## src/rtl/mips_pkg.sv

```systemverilog
// Shared types and constants for the MIPS fetch path.
package mips_pkg;

    typedef enum logic [1:0] {
        BOOT  = 2'd0,
        RUN   = 2'd1,
        FAULT = 2'd2
    } fetch_state_t;

    localparam int          WORD_BYTES       = 4;
    localparam logic [31:0] RESET_PC_DEFAULT = 32'h0000_0000;

endpackage

```

## src/rtl/pc_register.sv

```systemverilog
// Program counter with hold / +4 / redirect next-pc selection and target alignment check.
module pc_register
    import mips_pkg::*;
#(
    parameter logic [31:0] RESET_PC = RESET_PC_DEFAULT
) (
    input  logic        clk,
    input  logic        reset_n,
    input  logic        advance,
    input  logic        load,
    input  logic [31:0] target,
    output logic [31:0] pc,
    output logic [31:0] pc_plus4,
    output logic        target_aligned
);

    assign pc_plus4       = pc + 32'(WORD_BYTES);
    assign target_aligned = (target[1:0] == 2'b00);

    // A load (redirect) outranks advance; neither asserted means hold.
    always_ff @(posedge clk or negedge reset_n) begin
        if (!reset_n)
            pc <= RESET_PC;
        else if (load)
            pc <= target;
        else if (advance)
            pc <= pc_plus4;
    end

endmodule

```

## src/rtl/instruction_fetch.sv

```systemverilog
// Fetch stage: addresses instruction memory from pc and registers the word into a valid/ready slot for decode.
module instruction_fetch
    import mips_pkg::*;
#(
    parameter logic [31:0] RESET_PC  = RESET_PC_DEFAULT,
    parameter int          MEM_WORDS = 256
) (
    input  logic        clk,
    input  logic        reset_n,
    output logic [31:0] imem_address,
    input  logic [31:0] imem_instruction,
    input  logic        redirect_valid,
    input  logic [31:0] redirect_target,
    output logic        out_valid,
    input  logic        out_ready,
    output logic [31:0] out_instruction,
    output logic [31:0] out_pc,
    output logic [31:0] out_pc_plus4,
    output logic        fault
);

    fetch_state_t state;
    logic [31:0]  pc;
    logic [31:0]  pc_plus4;
    logic         target_aligned;
    logic         slot_free;
    logic         in_range;
    logic         load;
    logic         advance;

    assign imem_address = {2'b00, pc[31:2]};
    assign slot_free    = !out_valid || out_ready;
    assign in_range     = imem_address < 32'(MEM_WORDS);
    assign load         = redirect_valid && target_aligned && (state != FAULT);
    assign advance      = (state == RUN) && !redirect_valid && slot_free && in_range;

    pc_register #(.RESET_PC(RESET_PC)) u_pc (
        .clk            (clk),
        .reset_n        (reset_n),
        .advance        (advance),
        .load           (load),
        .target         (redirect_target),
        .pc             (pc),
        .pc_plus4       (pc_plus4),
        .target_aligned (target_aligned)
    );

    always_ff @(posedge clk or negedge reset_n) begin
        if (!reset_n) begin
            state           <= BOOT;
            out_valid       <= 1'b0;
            out_instruction <= '0;
            out_pc          <= '0;
            out_pc_plus4    <= '0;
            fault           <= 1'b0;
        end else begin
            case (state)
                BOOT: begin
                    if (redirect_valid && !target_aligned) begin
                        fault <= 1'b1;
                        state <= FAULT;
                    end else begin
                        state <= RUN;
                    end
                end
                RUN: begin
                    // Redirect flushes the slot even when decode is stalled.
                    if (redirect_valid) begin
                        out_valid <= 1'b0;
                        if (!target_aligned) begin
                            fault <= 1'b1;
                            state <= FAULT;
                        end
                    end else if (slot_free) begin
                        if (in_range) begin
                            out_valid       <= 1'b1;
                            out_instruction <= imem_instruction;
                            out_pc          <= pc;
                            out_pc_plus4    <= pc_plus4;
                        end else begin
                            out_valid <= 1'b0;
                            fault     <= 1'b1;
                            state     <= FAULT;
                        end
                    end
                end
                FAULT: begin
                    if (out_ready)
                        out_valid <= 1'b0;
                end
                default: state <= FAULT;
            endcase
        end
    end

endmodule
```

## config.mk

```make
export PLATFORM = sky130hd
export DESIGN_NAME = instruction_fetch
export DESIGN_NICKNAME = d
export VERILOG_FILES = /design/src/rtl/mips_pkg.sv /design/src/rtl/pc_register.sv /design/src/rtl/instruction_fetch.sv
export SDC_FILE = /design/constraint.sdc
export NUM_CORES = 1
export LEC_CHECK = 0
export ABC_AREA = 1
export ABC_CLOCK_PERIOD_IN_PS = 1760
export CAP_MARGIN = 30
export CORE_MARGIN = 2
export CORE_UTILIZATION = 45
export CTS_BUF_LIST = sky130_fd_sc_hd__clkbuf_16
export DETAILED_ROUTE_END_ITERATION = 10
export GPL_TIMING_DRIVEN = 0
export PLACE_DENSITY = 0.76
export SETUP_SLACK_MARGIN = 0.3
export SYNTH_ARGS = -nofsm -noshare
export SYNTH_HDL_FRONTEND = slang
export SYNTH_SLANG_ARGS = --single-unit
```

## constraint.sdc

```tcl
create_clock -name clk -period 1.76 [get_ports clk]
set_clock_uncertainty 0.05 [all_clocks]
set_input_delay 0.264 -clock clk [delete_from_list [all_inputs] [get_ports clk]]
set_output_delay 0.264 -clock clk [all_outputs]
set_load 0.02 [all_outputs]
```

## Word-level counts from Yosys, hierarchy flattened

Cells that the tools add are included.

| operators by class | value |
|---|---|
| add/sub/neg operators | 1 |
| multipliers | 0 |
| div/mod/pow operators | 0 |
| order comparisons | 1 |
| equality and inequality tests | 8 |
| shifts and indexed selects | 0 |
| muxes and demuxes | 19 |
| bitwise operators | 2 |
| reductions and logical operators | 19 |

Operators with widths:

| kind | number |
|---|---|
| $mux 32 | 2 |
| $add 32x3->32 const B | 1 |
| $lt 30x9->1 const B | 1 |
| $mux 2 | 5 |
| $mux 1 | 9 |
| $ne 3x3->1 const B | 3 |
| $reduce_and 4->1 | 2 |
| $logic_and 1x1->1 | 6 |
| $ne 2x2->1 const B | 3 |
| $pmux 2 s3 | 1 |
| $reduce_bool 2->1 | 3 |
| $reduce_and 5->1 | 1 |
| $logic_not 2->1 | 2 |
| $pmux 1 s2 | 2 |
| $logic_not 1->1 | 3 |
| $reduce_and 3->1 | 1 |
| $eq 2x1->1 const B | 1 |
| $eq 2x2->1 const B | 1 |
| $not 1->1 | 2 |
| $logic_or 1x1->1 | 1 |

| word-level totals | value |
|---|---|
| register bits after elaboration | 132 |
| latch bits | 0 |
| bits in writable memories | 0 |
| memory bits (read-only) | 0 |
| input port bits | 68 |
| logic and storage cells | 57 |
| memories kept | 0 |

## Logic depth before layout (Yosys ltp)

| depth | value |
|---|---|
| word-level depth | 6 |
| mapped depth | 10 |
| gate-level depth less buffers | 9 |

## By module

From an unflattened synthesis, not the netlist that was laid out.

| second synthesis, totals | value |
|---|---|
| cell total of the unflattened synthesis | 768 |
| area, all modules | 6,428.7 um2 |

By module, submodules not included:

| module | times used | cells an instance | area an instance (um2) | sequential area each (um2) |
|---|---|---|---|---|
| instruction_fetch | 1 | 454 | 4,180.3 | 2,502.4 |
| pc_register | 1 | 314 | 2,248.4 | 800.8 |

## Least setup slack after synthesis

No wires, ideal clock.

| timing | value |
|---|---|
| kind | register to register |
| from | reg u_pc.pc[21] |
| to | reg out_pc[29] |
| setup time | 0.119 ns |
| arrival time | 1.306 ns |
| data required time | 1.591 ns |
| path slack | 0.285 ns |
| stages on the path, launching flop included | 8 |
| clock period less this slack | 1.475 ns |
| cell sequence | dfrtp_1 > nor2_1 > nand2_1 > nor3_2 > nand3_2 > buf_6 > buf_6 > and2_1 |

| between the ends | value |
|---|---|
| longest elaborated chain between the ends | 2 |

RTL lines:

| what | line | text |
|---|---|---|
| start, declared | pc_register.sv:12 | `output logic [31:0] pc,` |
| start signal, assigned | pc_register.sv:25 | `pc <= target;` |
| start signal, assigned | pc_register.sv:27 | `pc <= pc_plus4;` |
| $lt 30x9->1 | instruction_fetch.sv:33 | `assign in_range = imem_address < 32'(MEM_WORDS);` |
| $reduce_and 4->1 (no source line) | -- |  |
| end signal, assigned | instruction_fetch.sv:78 | `out_pc <= pc;` |
| end, declared | instruction_fetch.sv:17 | `output logic [31:0] out_pc,` |

No other way between the ends.
A chain may end at the register's enable or synchronous reset.

## Worst setup path in the final report

| timing | value |
|---|---|
| from | reg u_pc.pc[10] |
| to | reg out_instruction[13] |

| between the ends | value |
|---|---|
| longest elaborated chain between the ends | 2 |

RTL lines:

| what | line | text |
|---|---|---|
| $lt 30x9->1 | instruction_fetch.sv:33 |  |
| $reduce_and 4->1 (no source line) | -- |  |
| end signal, assigned | instruction_fetch.sv:77 | `out_instruction <= imem_instruction;` |
| end, declared | instruction_fetch.sv:16 | `output logic [31:0] out_instruction,` |

No other way between the ends.

==> flow_summary.json <==
{
  "seqPwrFrac_pct": 42.1,
  "num_antenna_cells": 0,
  "first_pass_iters": 5,
  "cp_data_arrival_time_ns": 2.04,
  "finalCriticalPeriod_ns": 1.803,
  "r2r_start": "u_pc.pc[10]$_DFFE_PN0P_",
  "grt_max_degree": 102,
  "clock_latency_ns": 0.41,
  "critPathSlowestCell": "dfrtp_1",
  "relSlewSlack_pct": 65.62,
  "vias": 5220,
  "hp-class": "in -> async",
  "crit_start": "u_pc.pc[10]$_DFFE_PN0P_",
  "reg2reg_depth": 10,
  "max_stage_delay_ns": 0.40,
  "die_width_um": 115.8,
  "clkSlewWorstSetupHoldPaths_ns": 0.06,
  "fin_crit_sh_pct": 102.5,
  "swShare_pct": 21.43,
  "die_height_um": 115.8,
  "path_cells": "nor2_1 -> nand2_1 -> nor2_2 -> inv_1 -> nor2_4 -> nand3_4 -> buf_8 -> buf_6 -> nand2_1 -> nand2_1",
  "first_global_vias": 5111,
  "cts_tree": "yes",
  "area_growth_pct": 65.04,
  "cts.sinks": 130,
  "final_max_slew_viol_count": 0,
  "grt.total_usage_pct": 23.67,
  "intPower_w": 0.005632,
  "yosys_warnings": 0,
  "cp-start-kind": "flop",
  "finalPower_w": 0.007168,
  "ys_types": 24,
  "grt_pass1_wl_um": 24720,
  "regArea_sq_um": 3262,
  "violations": "setup timing",
  "p_per_area_nw_per_um2": 772.4,
  "hold_viol": 0,
  "die_area_sq_um": 13410,
  "p_switching_w": 0.001536,
  "final_common_cell": "nand2_1",
  "start_util_pct": 46.43,
  "final_cell_mix": "192 x nand2_1, 123 x dfrtp_1, 80 x nand3_1",
  "wirelength_um": 16390,
  "ant_nets": 0,
  "rsz0062_at_grt": "yes",
  "clockBufferDepth": 2,
  "setup_ws_ns": -0.04315,
  "ir_worst_vdd_mv": 0.5759,
  "syn-instance-count": 622,
  "endpoint": "out_instruction[13]$_DFFE_PN0P_",
  "ys_ff_latch": 130,
  "required_ns": 2.00,
  "drc": 0,
  "p_leak_nw": 5.214,
  "yosysTopAreaCellShare_pct": 57.85,
  "io_pins": 198,
  "grt-ovfl-total": 0,
  "worst_slew_pin_slew_ns": 0.5157,
  "clockPowerShare_pct": 51.1,
  "cpMostUsedCell": "nand2_1",
  "root_buffer": "clkbuf_16",
  "synth.cell_area_sq_um": 5623,
  "avgRoutedWirePerCell_um": 15.25,
  "port_buffers": 195,
  "rrSetupSlack_ns": -0.04,
  "synth.largest_area_cell": "dfrtp_1",
  "row_count": 40,
  "r2r-end": "out_instruction[13]$_DFFE_PN0P_",
  "hpwlAfterDp_um": 10700,
  "path_max_fanout": 10,
  "seq_area_frac_synth_pct": 57.85,
  "fillCellCount": 822,
  "layout.nets": 963,
  "synth.avg_cell_area_sq_um": 9.040,
  "post_drt_via_cell_ratio": 4.856,
  "multiInputGateArea_sq_um": 2093,
  "gp_congestion": 0.8481,
  "antenna_found_initial": 0,
  "synth_edf_count": 0,
  "h-tree-depth": 4,
  "status": "finished, violations left",
  "drive_above_1_share_pct": 28.56,
  "synth_flop_cell": "dfrtp_1",
  "cts_made_buffers": 17,
  "cp-end-kind": "flop",
  "setup_viol": 67,
  "drt_iter0_drc": 316,
  "whs_ns": 0.2458,
  "critPathKind": "reg -> reg",
  "ys_top_cells_by_area": "dfrtp_1 58%, nand2_1 14%, nand3_1 8.0%",
  "max_freq_ghz": 0.5546,
  "async_reset_ff_share_pct": 100.0,
  "maxCapViolCount": 0,
  "coreArea_sq_um": 12110,
  "combPwrFrac_pct": 6.8
}
## synth_stat cells (2+ instances only)
| cell type | count |
|---|---|
| clkbuf_1 | 14 |
| o21bai_1 | 2 |
| xnor2_1 | 3 |
| buf_2 | 7 |
| nand3_1 | 90 |
| buf_6 | 8 |
| inv_1 | 17 |
| and2_1 | 46 |
| nor2_2 | 3 |
| nor2_1 | 29 |
| dfrtp_1 | 130 |
| buf_4 | 36 |
| nand2_1 | 215 |
| nand4_1 | 5 |
| inv_2 | 4 |
| a21oi_1 | 2 |
| o21ai_0 | 4 |
## worst min-delay path by stage
stage,start,endpoint,slack (ns)
2_1_floorplan,reset_n,fault$_DFFE_PN0P_,-0.08
3_3_place_gp,u_pc.pc[0]$_DFFE_PN0P_,u_pc.pc[0]$_DFFE_PN0P_,0.40
3_5_place_dp,reset_n,out_pc[29]$_DFFE_PN0P_,0.10
4_1_cts,reset_n,out_pc[29]$_DFFE_PN0P_,0.24
5_1_grt,reset_n,out_pc[29]$_DFFE_PN0P_,0.28
6_report,reset_n,out_pc[29]$_DFFE_PN0P_,0.25
## routing by layer
metal / vias up / share of wire (%) / track usage [%]
li1: 2480 / - / -
met1: 2504 / 41 / 29.52
met2: 210 / 50 / 40.00
met3: 26 / 7.7 / 6.747
met4: 0 / 1.8 / 7.698
met5: - / 0 / 0
## power by group through the flow
stage / registers, W / logic [W] / clock network (W)
after floorplan: 0.00307 / 0.000109 / 0
after global placement: 0.00308 / 0.000359 / 0
after detailed placement: 0.00308 / 0.000372 / 0
after CTS: 0.00302 / 0.000432 / 0.00371
after global routing: 0.00302 / 0.000522 / 0.00385
final: 0.00302 / 0.000485 / 0.00366
## critical path: cells and delay by family, from the launching register on
| family | cells | cell delay [ns] |
|---|---|---|
| simple gates | 7 | 0.80 |
| flops | 1 | 0.40 |
| buf+inv | 3 | 0.41 |
## flip-flops by register name, summed over array words and instances, names as in the netlist
signal           cells
out_pc_plus4        30
u_pc.pc             32
out_valid            1
fault                1
out_pc              32
out_instruction     32
state                2
## through the flow
stage          setup slack [ns]  TNS [ns]  std cells  cell area, sq um  utilization (%)
2_1_floorplan            0.2848         0        623              5628                -
3_3_place_gp             -4.920   -613.06        986              7790            64.32
3_5_place_dp            -0.3674    -36.82        987              7819            64.56
4_1_cts                 0.02483         0       1058              8874            73.26
5_1_grt                 -0.1261    -7.907       1075              9280            76.62
6_report               -0.04315   -0.9928       1075              9280            76.62
## cell families (layout without fill, tap and decap cells)
logic type	count (synthesis)	count (layout)	synth area share [%]
buffers and inverters	86	370	9.368
other	1	2	0.06669
AO/OA/AOI/OAI	8	8	0.8010
XOR/XNOR	3	3	0.4674
flip-flops	130	130	57.85
AND/OR/NAND/NOR	393	393	31.22
adder cells (fa/ha/maj)	1	1	0.2225
## area by class of cell
| type | instances | area share [%] |
|---|---|---|
| buffer | 65 | 6.269 |
| timing repair buffer | 252 | 26.25 |
| sequential | 130 | 35.15 |
| multi-input combinational | 407 | 22.56 |
| clock buffer | 17 | 4.584 |
| clock inverter | 15 | 2.049 |
| inverter | 21 | 0.8764 |
| tap | 168 | 2.265 |
## repair_timing
action                                  4_1_cts  5_1_grt
hold buffers                                  1        0
pin swaps                                    13       13
gates cloned                                  3        0
endpoints found under the setup margin      253      183
setup buffers                                35       17
endpoints found under the hold margin        29        0
resized for setup                           331      129
No activity file was read; power rests on OpenSTA's default activity.
